===== config.mk =====
export PLATFORM = sky130hd
export DESIGN_NAME = ram4p_req_scheduler
export DESIGN_NICKNAME = d
export VERILOG_FILES = /design/src/rtl/ram4p_req_scheduler_pkg.sv /design/src/rtl/ram4p_req_scheduler_req_fifo.sv /design/src/rtl/ram4p_req_scheduler.sv
export SDC_FILE = /design/constraint.sdc
export NUM_CORES = 1
export LEC_CHECK = 0
export CAP_MARGIN = 20
export CORE_MARGIN = 4
export CORE_UTILIZATION = 40
export DETAILED_ROUTE_END_ITERATION = 10
export PLACE_DENSITY_LB_ADDON = 0.25
export SETUP_SLACK_MARGIN = 0.5
export SYNTH_ARGS = -nofsm -noshare
export SYNTH_HDL_FRONTEND = slang
export SYNTH_SLANG_ARGS = --single-unit

===== constraint.sdc =====
create_clock -name clk -period 11.8 [get_ports clk]
set_clock_uncertainty 0.15 [all_clocks]
set_input_delay 2.36 -clock clk [delete_from_list [all_inputs] [get_ports clk]]
set_output_delay 2.36 -clock clk [all_outputs]
set_load 0.01 [all_outputs]

===== src/rtl/ram4p_req_scheduler_pkg.sv =====
// Shared constants and the request record for the 4-port RAM request scheduler.
package ram4p_pkg;

  localparam int NUM_PORTS = 4;
  localparam int ADDR_W    = 10;
  localparam int DATA_W    = 8;

  localparam logic [1:0] PORT_A = 2'd0;
  localparam logic [1:0] PORT_B = 2'd1;
  localparam logic [1:0] PORT_C = 2'd2;
  localparam logic [1:0] PORT_D = 2'd3;

  typedef struct packed {
    logic              wr;
    logic [ADDR_W-1:0] addr;
    logic [DATA_W-1:0] wdata;
  } req_t;

endpackage


===== src/rtl/ram4p_req_scheduler_req_fifo.sv =====
// Show-ahead synchronous FIFO: dout presents the oldest entry whenever !empty.
module req_fifo #(
  parameter int WIDTH = 19,
  parameter int DEPTH = 4
) (
  input  logic             clk,
  input  logic             rst_n,
  input  logic             push,
  input  logic [WIDTH-1:0] din,
  input  logic             pop,
  output logic [WIDTH-1:0] dout,
  output logic             full,
  output logic             empty
);

  localparam int AW = $clog2(DEPTH);

  logic [WIDTH-1:0] mem [DEPTH];
  logic [AW-1:0]    wr_ptr;
  logic [AW-1:0]    rd_ptr;
  logic [AW:0]      count;
  logic             do_push;
  logic             do_pop;

  // A full FIFO refuses a push even when it pops in the same cycle.
  assign full    = (count == (AW+1)'(DEPTH));
  assign empty   = (count == '0);
  assign do_push = push & ~full;
  assign do_pop  = pop & ~empty;
  assign dout    = mem[rd_ptr];

  always_ff @(posedge clk or negedge rst_n) begin
    if (!rst_n) begin
      wr_ptr <= '0;
      rd_ptr <= '0;
      count  <= '0;
    end else begin
      if (do_push) begin
        wr_ptr <= wr_ptr + AW'(1);
      end
      if (do_pop) begin
        rd_ptr <= rd_ptr + AW'(1);
      end
      if (do_push && !do_pop) begin
        count <= count + (AW+1)'(1);
      end else if (!do_push && do_pop) begin
        count <= count - (AW+1)'(1);
      end
    end
  end

  always_ff @(posedge clk) begin
    if (do_push) begin
      mem[wr_ptr] <= din;
    end
  end

endmodule


===== src/rtl/ram4p_req_scheduler.sv =====
// Per-port request FIFOs feeding a 4-port RAM; same-address writes are serialised in
// rotating priority order so the RAM never sees two same-cycle writes to one address.
module ram4p_req_scheduler
  import ram4p_pkg::*;
#(
  parameter int ADDR_W     = ram4p_pkg::ADDR_W,
  parameter int DATA_W     = ram4p_pkg::DATA_W,
  parameter int FIFO_DEPTH = 4
) (
  input  logic                clk,
  input  logic                rst_n,
  input  logic [3:0]          req_valid,
  output logic [3:0]          req_ready,
  input  logic [3:0]          req_wr,
  input  logic [4*ADDR_W-1:0] req_addr,
  input  logic [4*DATA_W-1:0] req_wdata,
  output logic [3:0]          rsp_valid,
  output logic [4*DATA_W-1:0] rsp_rdata,
  output logic [3:0]          ram_cs,
  output logic [3:0]          ram_wr,
  output logic [4*ADDR_W-1:0] ram_addr,
  output logic [4*DATA_W-1:0] ram_wdata,
  input  logic [4*DATA_W-1:0] ram_rdata,
  output logic [15:0]         stall_cnt
);

  localparam int EW = 1 + ADDR_W + DATA_W;

  logic                 ready_en;
  logic [NUM_PORTS-1:0] push;
  logic [NUM_PORTS-1:0] full;
  logic [NUM_PORTS-1:0] empty;
  logic [NUM_PORTS-1:0] issue;
  logic [NUM_PORTS-1:0] blocked;
  logic [NUM_PORTS-1:0] head_wr;
  logic [NUM_PORTS-1:0] rd_q;
  logic [NUM_PORTS-1:0] rsp_pend;
  logic [EW-1:0]        head       [NUM_PORTS];
  logic [ADDR_W-1:0]    head_addr  [NUM_PORTS];
  logic [DATA_W-1:0]    head_wdata [NUM_PORTS];
  logic [1:0]           ptr;
  logic [1:0]           pk;
  logic [1:0]           pj;
  logic                 hit;
  logic [2:0]           n_blocked;
  logic [16:0]          stall_sum;

  assign req_ready = {NUM_PORTS{ready_en}} & ~full;

  for (genvar p = 0; p < NUM_PORTS; p++) begin : g_port
    assign push[p] = req_valid[p] & req_ready[p];

    req_fifo #(
      .WIDTH (EW),
      .DEPTH (FIFO_DEPTH)
    ) u_fifo (
      .clk   (clk),
      .rst_n (rst_n),
      .push  (push[p]),
      .din   ({req_wr[p], req_addr[p*ADDR_W +: ADDR_W], req_wdata[p*DATA_W +: DATA_W]}),
      .pop   (issue[p]),
      .dout  (head[p]),
      .full  (full[p]),
      .empty (empty[p])
    );

    assign head_wr[p]    = head[p][EW-1];
    assign head_addr[p]  = head[p][DATA_W +: ADDR_W];
    assign head_wdata[p] = head[p][DATA_W-1:0];
  end

  // Walk heads in priority order; a write yields to any earlier same-address write head.
  always_comb begin
    blocked = '0;
    issue   = '0;
    pk      = '0;
    pj      = '0;
    hit     = 1'b0;
    for (int k = 0; k < NUM_PORTS; k++) begin
      pk  = ptr + 2'(k);
      hit = 1'b0;
      if (!empty[pk] && head_wr[pk]) begin
        for (int j = 0; j < k; j++) begin
          pj = ptr + 2'(j);
          if (!empty[pj] && head_wr[pj] && (head_addr[pj] == head_addr[pk])) begin
            hit = 1'b1;
          end else begin
            hit = hit;
          end
        end
      end else begin
        hit = 1'b0;
      end
      blocked[pk] = hit;
      issue[pk]   = ~empty[pk] & ~hit;
    end
  end

  assign n_blocked = 3'($countones(blocked));
  assign stall_sum = {1'b0, stall_cnt} + {14'd0, n_blocked};
  assign rd_q      = ram_cs & ~ram_wr;

  always_ff @(posedge clk or negedge rst_n) begin
    if (!rst_n) begin
      ready_en  <= 1'b0;
      ptr       <= PORT_A;
      stall_cnt <= 16'd0;
    end else begin
      ready_en  <= 1'b1;
      stall_cnt <= stall_sum[16] ? 16'hFFFF : stall_sum[15:0];
      // Rotating on any blocked write caps how long one write can be starved.
      if (|blocked) begin
        ptr <= ptr + 2'd1;
      end
    end
  end

  always_ff @(posedge clk or negedge rst_n) begin
    if (!rst_n) begin
      ram_cs    <= '0;
      ram_wr    <= '0;
      ram_addr  <= '0;
      ram_wdata <= '0;
    end else begin
      ram_cs <= issue;
      ram_wr <= issue & head_wr;
      for (int p = 0; p < NUM_PORTS; p++) begin
        if (issue[p]) begin
          ram_addr[p*ADDR_W +: ADDR_W]  <= head_addr[p];
          ram_wdata[p*DATA_W +: DATA_W] <= head_wdata[p];
        end
      end
    end
  end

  // RAM samples one edge after drive; its output is captured one edge after that.
  always_ff @(posedge clk or negedge rst_n) begin
    if (!rst_n) begin
      rsp_pend  <= '0;
      rsp_valid <= '0;
      rsp_rdata <= '0;
    end else begin
      rsp_pend  <= rd_q;
      rsp_valid <= rsp_pend;
      for (int p = 0; p < NUM_PORTS; p++) begin
        if (rsp_pend[p]) begin
          rsp_rdata[p*DATA_W +: DATA_W] <= ram_rdata[p*DATA_W +: DATA_W];
        end
      end
    end
  end

endmodule

==> key figures <==
Run status
  • Status: finished clean

Min path
  • Worst Hold Path EP: rsp_pend[0]$_DFF_PN0_
  • Hold path depth: 1
  • Worst Hold Launch: ram_wr[0]$_DFF_PN0_
  • Min-Delay Path Class: flip-flop to flip-flop

Finish
  • Share of post-route cells with drive strength above 1: 20.32%
  • Net total in the final layout: 1608
  • Post-layout instance area: 25200 um^2
  • Area of combinational cells with multiple inputs: 6671 um^2
  • Fill count: 4224
  • Ant. Diodes: 0
  • Area added between synthesis and finish: 23.78%
  • Area taken by flip-flops and latches: 13310 um^2

Clock tree
  • Post-CTS Hold Fix Bufs: 0
  • Clk buf depth: 3
  • Root buf cell: clkbuf_16
  • Post-CTS Setup Repair Bufs: 0
  • Htree depth: 2
  • Source-to-sink clock delay at the later pin of the worst-skew pair: 580 ps
  • Clock-pin slew of the registers on the worst-case setup and hold paths: 60 ps
  • Total CTS buffers: 50
  • Number of cells upsized or downsized after cts: 0
  • Sinks on the clock net: 471
  • CTS tree: done

Detailed routing
  • Post-detailed-route count of antenna-violating nets: 0
  • Total Wirelength: 46790 um
  • DR vias/cell: 5.268
  • Average routed wire per standard cell: 21.53 um
  • Starting DRT DRC Count: 823
  • Count of vias placed by the detailed router: 11450
  • Number of detailed-route iterations in the first pass: 5
  • # DRC: 0

Synth
  • Number of enable-type register cells in the synthesized netlist: 304
  • Syn Inst Count: 1197
  • Primary FF master, synth: edfxtp_1
  • Arithmetic-cell share of the synthesized area counting full adders, half adders and majority gates: 2.347%
  • Fraction of the yosys area taken by sequential cells: 65.36%
  • Syn_area_per_cell: 17.01 um^2
  • Share of synthesized cell area in and, or, nand and nor gates: 4.738%
  • Share of synthesized registers carrying an async set or reset: 35.46%
  • Multiplexer share of the synthesized area: 16.09%
  • Synth Area in Compound Gates: 5.531%
  • Number of synthesized register bits: 471
  • Combinational family with the most area after synthesis: multiplexers
  • Unique masters post-synth: 58
  • Share of the synthesized netlist area taken by xor and xnor gates: 4.000%
  • Synthesized net count: 1345
  • Warnings, synthesis: 0
  • Area of the mapped netlist: 20360 um^2

Global route
  • Antenna violations before repair: 0
  • Wire length of the first global-routing pass: 71870 um
  • Via count of the first global-routing pass: 11930
  • Overflow left after global routing: 0
  • Largest net degree at the start of global routing: 107
  • Total track usage: 17.14%

Pwr
  • Power per cell area: 310.6 nW/um^2
  • Sequential power share: 31.9%
  • Internal power summed over all cells: 4.995 mW
  • Sw Ratio: 36.19%
  • Part of the power in combinational logic: 48.7%
  • Clock power frac: 19.4%
  • Power dissipated by switching net loads: 2.833 mW
  • Reported leakage power: 9.285 nW
  • Largest vdd supply drop: 0.1775 mV

Timing
  • Min Tclk post-route: 7453 ps
  • Worst-margin pin slew: 1078 ps
  • Portion of the clock cycle consumed by the worst path in the final layout: 63.16%
  • Setup TNS: 0 ps
  • Max-slew violations: 0
  • Max Freq: 0.1342 GHz
  • Total count of hold-check failures in the final report: 0
  • Slew HR: 27.79%
  • Unrepaired setup endpoints after global routing: no
  • Setup Viol. Count Final: 0

Critical path
  • Max Fanout on Critical Path: 26
  • First element of the critical path: ptr[0]$_DFFE_PN0P_
  • Critical path's largest stage delay: 930 ps
  • Cell with the largest stage delay on the worst path: dfrtp_1
  • Endpoint class of the critical path: flip-flop
  • Startpoint of the most critical register-to-register path: ptr[0]$_DFFE_PN0P_
  • Worst Setup Start Kind: flip-flop
  • Required time at the endpoint of the critical path: 12070 ps
  • Startpoint-to-endpoint class of the critical path: flip-flop to flip-flop
  • Worst R2R Path Depth: 19
  • Critical R2R Capture: stall_cnt[10]$_DFF_PN0_
  • Cells traversed along the worst timing path: inv_1, ha_1, and2_1, a22oi_1, nand2_1, xnor2_1, nand4_1, nor4_1, a31oi_1, a21boi_1, inv_1, fa_1, inv_1, fa_1, fa_1, nand2_1, nor3_1, nand4_1, o21ai_0
  • Crit path DAT: 7720 ps
  • Flop2flop setup slack: 4350 ps

Place
  • Port buffer count: 249
  • Final Wtd Congestion: 0.8539
  • Cell area reported after detailed placement: 23490 um^2
  • Half-perimeter wire length of the detailed placement result: 30800 um

Die
  • Starting density of the core: 40.50%
  • Placeable core region: 50270 um^2
  • Die Height: 233.6 um
  • Number of placement rows: 82
  • Total die area: 54580 um^2
  • Die W: 233.6 um
  • Number of ports placed on the die boundary: 250

Run
  • Max Cap Violations: 0
## power groups by stage
stage	Sequential [mW]	Combinational, mW	Clock [mW]
2_1_floorplan	2.50	2.68	0
3_3_place_gp	2.52	3.80	0
3_5_place_dp	2.53	3.83	0
4_1_cts	2.51	3.84	1.57
5_1_grt	2.56	4.13	1.64
6_report	2.50	3.81	1.52
## logic make-up after synthesis
| family | count (synthesis) |
|---|---|
| adder cells (fa/ha/maj) | 34 |
| multiplexers | 192 |
| other | 1 |
| AND/OR/NAND/NOR | 189 |
| AO/OA/AOI/OAI | 139 |
| flip-flops | 471 |
| buffers and inverters | 78 |
| XOR/XNOR | 93 |
## flip-flops by register name, indices dropped and copies added, names as in the netlist, 8 cells and up
register	flops
ram_wdata	32
g_port.u_fifo.rd_ptr	8
rsp_rdata	32
g_port.u_fifo.wr_ptr	8
g_port.u_fifo.count	12
g_port.u_fifo.mem	304
stall_cnt	16
ram_addr	40
## layout by cell type (no fill, tap or decap), types with 7 or more instances in the layout
| master | netlist | layout |
|---|---|---|
| clkdlybuf4s50_1 | 0 | 248 |
| clkbuf_16 | 0 | 51 |
| edfxtp_1 | 304 | 304 |
| nand3_1 | 17 | 17 |
| dfrtp_1 | 167 | 167 |
| nand4_1 | 10 | 10 |
| inv_1 | 25 | 25 |
| clkinv_2 | 0 | 15 |
| a22oi_1 | 62 | 62 |
| nor3_1 | 10 | 10 |
| xor2_1 | 40 | 40 |
| fa_1 | 7 | 7 |
| a21oi_1 | 8 | 8 |
| mux2_2 | 46 | 46 |
| ha_1 | 27 | 27 |
| nor4_1 | 11 | 11 |
| and3_1 | 21 | 21 |
| a22o_1 | 14 | 14 |
| xnor2_1 | 53 | 53 |
| and2_1 | 8 | 8 |
| nor2_1 | 21 | 20 |
| or3_1 | 7 | 7 |
| mux4_2 | 78 | 78 |
| nand2_1 | 63 | 63 |
| buf_4 | 2 | 10 |
| mux2_4 | 64 | 64 |
## layer usage
metal / vias to the layer above / part of all wire [%] / global-route usage [%]
li1: 5181 / - / -
met1: 5840 / 43 / 23.19
met2: 353 / 49 / 28.11
met3: 73 / 6.1 / 3.463
met4: 0 / 2.5 / 5.180
met5: - / 0 / 0
## cells in the mapped netlist, drive strengths merged, types with 13 or more instances
library cell | count | area [um^2]
dfrtp | 167 | 4179
and3 | 21 | 131.4
clkbuf | 21 | 78.83
a22o | 14 | 122.6
nand3 | 17 | 85.08
ha | 27 | 337.8
mux4 | 78 | 1757
buf | 32 | 216.5
edfxtp | 304 | 9129
xnor2 | 53 | 464.2
mux2 | 111 | 1490
xor2 | 40 | 350.3
nand2 | 63 | 236.5
nor2 | 21 | 78.83
inv | 25 | 93.84
a22oi | 62 | 465.5
nor4 | 13 | 93.84
## area by class of cell
type | count | area share [%]
Sequential cell | 471 | 52.81
Multi-Input combinational cell | 648 | 26.47
Timing Repair Buffer | 264 | 10.65
Clock buffer | 60 | 5.397
Tap cell | 672 | 3.336
Clock inverter | 33 | 0.9681
Inverter | 25 | 0.3724
## how the worst max path moves through the flow
stage / endpoint / depth (start not counted)
finish: stall_cnt[10]$_DFF_PN0_ / 19
global route: stall_cnt[10]$_DFF_PN0_ / 19
CTS: stall_cnt[10]$_DFF_PN0_ / 19
detailed placement: stall_cnt[10]$_DFF_PN0_ / 19
global placement: stall_cnt[10]$_DFF_PN0_ / 19
floorplan: stall_cnt[13]$_DFF_PN0_ / 24
## through the flow
step / power (mW) / util (%) / std cells / hold WS (ps) / setup WS, ps
after floorplan: 5.175 / - / 1197 / 201.9 / 5779
after global placement: 6.326 / 46.71 / 2075 / 267.2 / 4567
after detailed placement: 6.361 / 46.71 / 2075 / 268.4 / 4415
after CTS: 7.920 / 49.91 / 2168 / 276.9 / 4375
after global routing: 8.325 / 50.13 / 2173 / 307.5 / 3742
final: 7.828 / 50.13 / 2173 / 273.3 / 4347
## critical path, delay by kind of cell (launching register included)
kind | cells | cell delay (ps)
AO/OA/AOI/OAI | 4 | 890
XOR/XNOR | 1 | 130
adder cells (fa/ha/maj) | 4 | 2080
buffers and inverters | 3 | 610
flip-flops | 1 | 930
AND/OR/NAND/NOR | 7 | 2510
Power figures use the tool's default switching activity.
